<file path="src/rtl/vga_graph_renderer.sv">
// 640x480@60 VGA timing generator that draws an 8-node path graph whose node and
// edge colours follow the switches, latched once per frame. Outputs are RGB 3:3:2, registered.
`timescale 1ns/1ps
module vga_graph_renderer #(
    parameter int unsigned H_VIS  = 640,
    parameter int unsigned H_FP   = 16,
    parameter int unsigned H_SYNC = 96,
    parameter int unsigned H_BP   = 48,
    parameter int unsigned V_VIS  = 480,
    parameter int unsigned V_FP   = 10,
    parameter int unsigned V_SYNC = 2,
    parameter int unsigned V_BP   = 33
) (
    input  logic       clk,
    input  logic       reset,
    input  logic [7:0] sw,
    output logic       hsync,
    output logic       vsync,
    output logic [2:0] red,
    output logic [2:0] green,
    output logic [1:0] blue
);

    localparam int unsigned CNT_W   = 10;
    localparam int unsigned RGB_W   = 8;
    localparam int unsigned H_TOTAL = H_VIS + H_FP + H_SYNC + H_BP;
    localparam int unsigned V_TOTAL = V_VIS + V_FP + V_SYNC + V_BP;

    localparam logic [CNT_W-1:0] H_LAST     = CNT_W'(H_TOTAL - 1);
    localparam logic [CNT_W-1:0] V_LAST     = CNT_W'(V_TOTAL - 1);
    localparam logic [CNT_W-1:0] H_VIS_END  = CNT_W'(H_VIS);
    localparam logic [CNT_W-1:0] V_VIS_END  = CNT_W'(V_VIS);
    localparam logic [CNT_W-1:0] H_RIGHT    = CNT_W'(H_VIS - 1);
    localparam logic [CNT_W-1:0] V_BOTTOM   = CNT_W'(V_VIS - 1);
    localparam logic [CNT_W-1:0] HS_FIRST   = CNT_W'(H_VIS + H_FP);
    localparam logic [CNT_W-1:0] HS_LAST    = CNT_W'(H_VIS + H_FP + H_SYNC - 1);
    localparam logic [CNT_W-1:0] VS_FIRST   = CNT_W'(V_VIS + V_FP);
    localparam logic [CNT_W-1:0] VS_LAST    = CNT_W'(V_VIS + V_FP + V_SYNC - 1);

    // Graph geometry: nodes every 64 px from x=64 (32 wide), edges fill the gaps.
    localparam logic [CNT_W-1:0] NODE_X0 = CNT_W'(64);
    localparam logic [CNT_W-1:0] NODE_X1 = CNT_W'(543);
    localparam logic [CNT_W-1:0] NODE_Y0 = CNT_W'(224);
    localparam logic [CNT_W-1:0] NODE_Y1 = CNT_W'(255);
    localparam logic [CNT_W-1:0] EDGE_X0 = CNT_W'(96);
    localparam logic [CNT_W-1:0] EDGE_X1 = CNT_W'(511);
    localparam logic [CNT_W-1:0] EDGE_Y0 = CNT_W'(238);
    localparam logic [CNT_W-1:0] EDGE_Y1 = CNT_W'(241);

    localparam logic [RGB_W-1:0] COL_BLACK  = 8'h00;
    localparam logic [RGB_W-1:0] COL_WHITE  = 8'hFF;
    localparam logic [RGB_W-1:0] COL_GREEN  = 8'h1C;
    localparam logic [RGB_W-1:0] COL_GREY   = 8'h49;
    localparam logic [RGB_W-1:0] COL_YELLOW = 8'hFC;
    localparam logic [RGB_W-1:0] COL_BLUE   = 8'h03;

    logic [CNT_W-1:0] h_cnt_q, h_cnt_d;
    logic [CNT_W-1:0] v_cnt_q, v_cnt_d;
    logic [7:0]       sw_frame_q, sw_frame_d;
    logic             hsync_q, hsync_d;
    logic             vsync_q, vsync_d;
    logic [RGB_W-1:0] rgb_q, rgb_d;

    logic [CNT_W-1:0] x_node, x_edge;
    logic [2:0]       node_idx, edge_idx, edge_nxt;
    logic             in_node, in_edge, line_end, frame_end, border;

    always_ff @(posedge clk or negedge reset) begin
        if (!reset) begin
            h_cnt_q    <= '0;
            v_cnt_q    <= '0;
            sw_frame_q <= '0;
            hsync_q    <= 1'b1;
            vsync_q    <= 1'b1;
            rgb_q      <= '0;
        end else begin
            h_cnt_q    <= h_cnt_d;
            v_cnt_q    <= v_cnt_d;
            sw_frame_q <= sw_frame_d;
            hsync_q    <= hsync_d;
            vsync_q    <= vsync_d;
            rgb_q      <= rgb_d;
        end
    end

    // Counters, once-per-frame switch latch, and the pixel colour for the current position.
    always_comb begin
        h_cnt_d    = h_cnt_q + CNT_W'(1);
        v_cnt_d    = v_cnt_q;
        sw_frame_d = sw_frame_q;
        rgb_d      = COL_BLACK;

        line_end  = (h_cnt_q == H_LAST);
        frame_end = line_end && (v_cnt_q == V_LAST);

        if (line_end) begin
            h_cnt_d = '0;
            v_cnt_d = (v_cnt_q == V_LAST) ? '0 : v_cnt_q + CNT_W'(1);
        end
        if (frame_end) begin
            sw_frame_d = sw;
        end

        hsync_d = !((h_cnt_q >= HS_FIRST) && (h_cnt_q <= HS_LAST));
        vsync_d = !((v_cnt_q >= VS_FIRST) && (v_cnt_q <= VS_LAST));

        // Offset within the 64 px node/edge pitch: bit 5 clear means inside the 32 px shape.
        x_node   = h_cnt_q - NODE_X0;
        x_edge   = h_cnt_q - EDGE_X0;
        node_idx = 3'(x_node >> 6);
        edge_idx = 3'(x_edge >> 6);
        edge_nxt = edge_idx + 3'd1;

        in_node = (h_cnt_q >= NODE_X0) && (h_cnt_q <= NODE_X1) && !x_node[5]
               && (v_cnt_q >= NODE_Y0) && (v_cnt_q <= NODE_Y1);
        in_edge = (h_cnt_q >= EDGE_X0) && (h_cnt_q <= EDGE_X1) && !x_edge[5]
               && (v_cnt_q >= EDGE_Y0) && (v_cnt_q <= EDGE_Y1);
        border  = (h_cnt_q == '0) || (h_cnt_q == H_RIGHT)
               || (v_cnt_q == '0) || (v_cnt_q == V_BOTTOM);

        if ((h_cnt_q >= H_VIS_END) || (v_cnt_q >= V_VIS_END)) begin
            rgb_d = COL_BLACK;
        end else if (border) begin
            rgb_d = COL_WHITE;
        end else if (in_node) begin
            rgb_d = sw_frame_q[node_idx] ? COL_GREEN : COL_GREY;
        end else if (in_edge) begin
            rgb_d = (sw_frame_q[edge_idx] && sw_frame_q[edge_nxt]) ? COL_YELLOW : COL_BLUE;
        end
    end

    assign hsync = hsync_q;
    assign vsync = vsync_q;
    assign red   = rgb_q[7:5];
    assign green = rgb_q[4:2];
    assign blue  = rgb_q[1:0];

endmodule

</file>
<file path="config.mk">
export PLATFORM = sky130hd
export DESIGN_NAME = vga_graph_renderer
export DESIGN_NICKNAME = d
export VERILOG_FILES = /design/src/rtl/vga_graph_renderer.sv
export SDC_FILE = /design/constraint.sdc
export NUM_CORES = 1
export LEC_CHECK = 0
export CAP_MARGIN = 0
export CORE_MARGIN = 2
export CORE_UTILIZATION = 52
export DETAILED_ROUTE_END_ITERATION = 8
export GPL_TIMING_DRIVEN = 0
export PLACE_DENSITY_LB_ADDON = 0.25
export REMOVE_ABC_BUFFERS = 1
export SLEW_MARGIN = 10
export SYNTH_ARGS = -nofsm -noshare
export SYNTH_HDL_FRONTEND = slang
export SYNTH_SLANG_ARGS = --single-unit
</file>
<file path="constraint.sdc">
create_clock -name clk -period 2.4 [get_ports clk]
set_input_delay 0.48 -clock clk [delete_from_list [all_inputs] [get_ports clk]]
set_output_delay 0.48 -clock clk [all_outputs]
set_load 0.1 [all_outputs]
</file>
==> results_tabular.tex, run 1 <==
\begin{tabular}{lr}
\hline
Metric & Value \\
\hline
\multicolumn{2}{l}{\textbf{Run status}} \\
\quad Run status & completed \\
\multicolumn{2}{l}{\textbf{Clock network}} \\
\quad Clock input transition at the sequential cells of the worst setup and hold paths & 0.08 ns \\
\quad H-tree levels & 2 \\
\quad CTS tree & done \\
\quad Clock Sinks & 36 \\
\quad Number of buffers created by CTS & 5 \\
\quad Insertion delay of the later-clocked pin in the worst-skew pair & 0.30 ns \\
\quad Clock Tree Root & clkbuf\_8 \\
\quad Longest Clk Path Bufs & 2 \\
\multicolumn{2}{l}{\textbf{Synthesis}} \\
\quad Warnings, synthesis & 0 \\
\quad Most frequent cells after synthesis & 34 x dfrtp\_1, 21 x nand2\_1, 17 x nor2\_1 \\
\quad Yosys reg bits & 36 \\
\quad Most repeated cell in the gate-level netlist after synthesis & dfrtp\_1 \\
\quad Syn Inst Count & 210 \\
\quad Proportion of netlist area held by the largest area contributor & 37.65\% \\
\quad Top FF cell, synth & dfrtp\_1 \\
\quad Avg Inst Size Synth & 10.76 µm² \\
\quad Fraction of registers with async set or reset after synthesis & 100.0\% \\
\quad Distinct cell type count of the synthesized netlist & 47 \\
\quad Seq/Total Area, Yosys & 39.98\% \\
\quad Most area-consuming cells after synthesis & dfrtp\_1 38\%, ha\_1 7.8\%, mux2\_2 6.0\% \\
\quad Number of enable flip-flop cells after synthesis & 0 \\
\quad Yosys top cell by area & dfrtp\_1 \\
\quad Netlist area before placement & 2260 µm² \\
\multicolumn{2}{l}{\textbf{Detailed routing}} \\
\quad 1st-iter DRT viols & 96 \\
\quad Routed vias/inst & 5.799 \\
\quad Total length of routed wires & 4.538 mm \\
\quad \# DRC & 0 \\
\quad Vias after detailed routing & 1,641 \\
\quad Post-route ant nets & 0 \\
\quad Wire length per cell & 16.04 µm \\
\quad TritonRoute pass-1 iters & 4 \\
\multicolumn{2}{l}{\textbf{Critical path}} \\
\quad Total stage count of the critical path & 8 \\
\quad R2R Path End & rgb\_q[0] \\
\quad Worst path buffer plus inverter count & 1 \\
\quad Depth of the most critical reg-to-reg path & 8 \\
\quad FF-to-FF Start & h\_cnt\_q[5] \\
\quad Critical Path RT & 2.63 ns \\
\quad Startpoint kind of the worst setup timing path & flip-flop \\
\quad Critical path arrival & 2.54 ns \\
\quad Crit end category & flip-flop \\
\quad Highest cell delay on the worst timing path & 0.48 ns \\
\quad Maximum net fanout on the critical path & 4 \\
\quad Crit path kind & flip-flop to flip-flop \\
\quad R2R Setup Slk & 0.09 ns \\
\quad Crit-path slowest cell & mux4\_2 \\
\quad CP top delay family & multiplexers \\
\quad Cells along the critical path & ha\_2, xor2\_4, inv\_1, ha\_4, mux4\_2, mux2\_2, a21bo\_2, nand2\_1 \\
\multicolumn{2}{l}{\textbf{STA}} \\
\quad Setup skew after layout & 0.01391 ns \\
\quad Unrepaired setup endpoints after global routing & false \\
\quad Worst rel slew slack & 33.85\% \\
\quad Crit share post-route & 96.32\% \\
\quad Crit path setup slack, layout & 0.08842 ns \\
\quad Count of pins over their slew limit & 0 \\
\quad Least-Margin Pin Slew & 0.9891 ns \\
\quad Setup TNS & 0 ns \\
\quad Min cycle time layout & 2.312 ns \\
\quad Maximum clock rate & 432.6 MHz \\
\quad Total setup violations reported at the end of the flow & 0 \\
\quad Hold violation count in the final report & 0 \\
\multicolumn{2}{l}{\textbf{GRT}} \\
\quad Number of antenna violations at the first check in global routing & 0 \\
\quad Maximum number of pins on one net before global-route repair & 37 \\
\quad Via count of the first global-routing pass & 1,637 \\
\quad Global-route wire length before repair & 7.845 mm \\
\quad Sum of overflow across all layers after global routing & 0 \\
\quad Global-route total usage across every layer & 20.28\% \\
\multicolumn{2}{l}{\textbf{Place}} \\
\quad Routability congestion estimate & 0.8594 \\
\quad Sum of net half-perimeters after detailed placement & 3.165 mm \\
\quad Placed instance area & 2450 µm² \\
\quad Quantity of I/O buffers inserted on ports & 19 \\
\quad Placement-stage worst setup slack & -0.4790 ns \\
\multicolumn{2}{l}{\textbf{Power and ir drop}} \\
\quad Max VDD drop & 354.6 µV \\
\quad Power per Cell Area & 451.3 nW/µm² \\
\quad Leakage component of the power & 0.001078 µW \\
\multicolumn{2}{l}{\textbf{Job}} \\
\quad Max-capacitance violation count & 0 \\
\multicolumn{2}{l}{\textbf{Die}} \\
\quad Starting density of the core & 55.30\% \\
\quad Horizontal die dimension & 69.92 µm \\
\quad Placeable core area & 4086 µm² \\
\quad Floorplan row count & 23 \\
\quad Number of top-level pins & 20 \\
\quad Floorplan die height & 69.92 µm \\
\quad Die ar. & 4889 µm² \\
\multicolumn{2}{l}{\textbf{Cells and area}} \\
\quad Share of post-route cells with drive strength above 1 & 21.89\% \\
\quad Area growth from synthesis to layout & 17.28\% \\
\quad Inserted Diodes & 0 \\
\quad NumNets Final & 256 \\
\quad Finished Cell Area & 2650 µm² \\
\quad Filler cell count in the final layout & 341 \\
\multicolumn{2}{l}{\textbf{Min path}} \\
\quad HP Class & input port to async pin \\
\hline
\end{tabular}
==> cell families after synthesis <==
family,synth area share [%]
XOR/XNOR,6.423
flip-flops,39.98
AO/OA/AOI/OAI,9.081
AND/OR/NAND/NOR,19.82
adder cells (fa/ha/maj),7.752
multiplexers,12.40
buffers and inverters,4.540
==> flip-flops by register name (all words and copies together), names as in the netlist <==
signal and flops:
h_cnt_q 10, rgb_q 6, hsync 1, v_cnt_q 10, vsync 1, sw_frame_q 8
==> stage by stage <==
step | total power (µW) | hold slack [ns] | utilization [%] | instances
final | 1196 | 0.2625 | 64.85 | 283
after global routing | 1235 | 0.3327 | 64.85 | 283
after CTS | 1208 | 0.2988 | 64.39 | 283
after detailed placement | 676.3 | 0.5103 | 59.95 | 268
after global placement | 674.4 | 0.4990 | 60.07 | 268
after floorplan | 645.2 | 0.1844 | - | 199
==> metal layers <==
metal / GRT usage, % / part of all wire, % / vias up
li1: - / - / 786
met1: 26.43 / 44 / 790
met2: 33.33 / 49 / 55
met3: 4.762 / 5.6 / 10
met4: 6.838 / 1.9 / 0
met5: 0 / 0 / -
==> power breakdown <==
| part | total, µW | switching [µW] | leakage (µW) | internal (µW) |
|---|---|---|---|---|
| logic | 43.2 | 18.2 | 0.000595 | 25.1 |
| clock network | 532 | 224 | 0.0000552 | 308 |
| registers | 621 | 7.34 | 0.000428 | 613 |
==> worst max-delay path by stage <==
stage               start  endpoint  slack, ns
2_1_floorplan  h_cnt_q[5]  rgb_q[3]      -0.21
3_3_place_gp   h_cnt_q[5]  rgb_q[3]      -0.47
3_5_place_dp   h_cnt_q[5]  rgb_q[3]      -0.48
4_1_cts        h_cnt_q[5]  rgb_q[3]       0.03
5_1_grt        h_cnt_q[5]  rgb_q[3]      0.007
6_report       h_cnt_q[5]  rgb_q[0]       0.09
==> final cells by class <==
class | instances | area (µm²) | share of cell area (%)
well taps | 50 | 62.56 | 2.361
clock inverters | 2 | 35.03 | 1.322
inverters | 12 | 45.04 | 1.700
clock buffers | 6 | 72.57 | 2.738
flip-flops and latches | 36 | 907.1 | 34.23
multi-input cells | 151 | 1292 | 48.77
repair buffers | 26 | 235.2 | 8.876
==> repair_timing <==
action,CTS,global route
pin swaps,1,1
hold buffers,0,0
setup buffers,7,0
endpoints found under the setup margin,16,13
hold endpoints to repair,0,0
gates resized for setup,7,3
==> cells in the final DEF, fill, tap and decap left out, types with 2 or more instances in the layout <==
cell type / synthesis / routed
o211a_1: 2 / 2
dfstp_2: 2 / 2
o21ai_0: 11 / 11
or4b_4: 2 / 2
dlygate4sd2_1: 0 / 2
nand2_1: 21 / 21
ha_1: 14 / 12
nand3_1: 8 / 7
buf_4: 2 / 7
nand4_1: 4 / 4
nand3b_1: 2 / 2
and2_1: 2 / 2
a31oi_1: 3 / 3
a21oi_1: 3 / 3
nor3_1: 2 / 2
xor2_1: 4 / 3
and3_1: 3 / 3
inv_1: 12 / 12
xnor2_1: 10 / 10
clkbuf_8: 0 / 5
dfrtp_2: 0 / 3
nor4_4: 2 / 2
dfrtp_1: 34 / 31
clkdlybuf4s50_1: 0 / 16
nor2_1: 17 / 17
nor4b_1: 3 / 3
mux4_2: 6 / 6
mux2_2: 12 / 12
Note: power is estimated with default switching activity, not from simulation.
==> run 2, diff against run 1 <==
--- a/config.mk
+++ b/config.mk
@@ -8,6 +8,7 @@
 export CAP_MARGIN = 0
 export CORE_MARGIN = 2
 export CORE_UTILIZATION = 52
+export CTS_CLUSTER_SIZE = 14
 export DETAILED_ROUTE_END_ITERATION = 8
 export GPL_TIMING_DRIVEN = 0
 export PLACE_DENSITY_LB_ADDON = 0.25
==> results of run 2 <==
The final DEF is identical to that of run 1; final timing and power are the same.
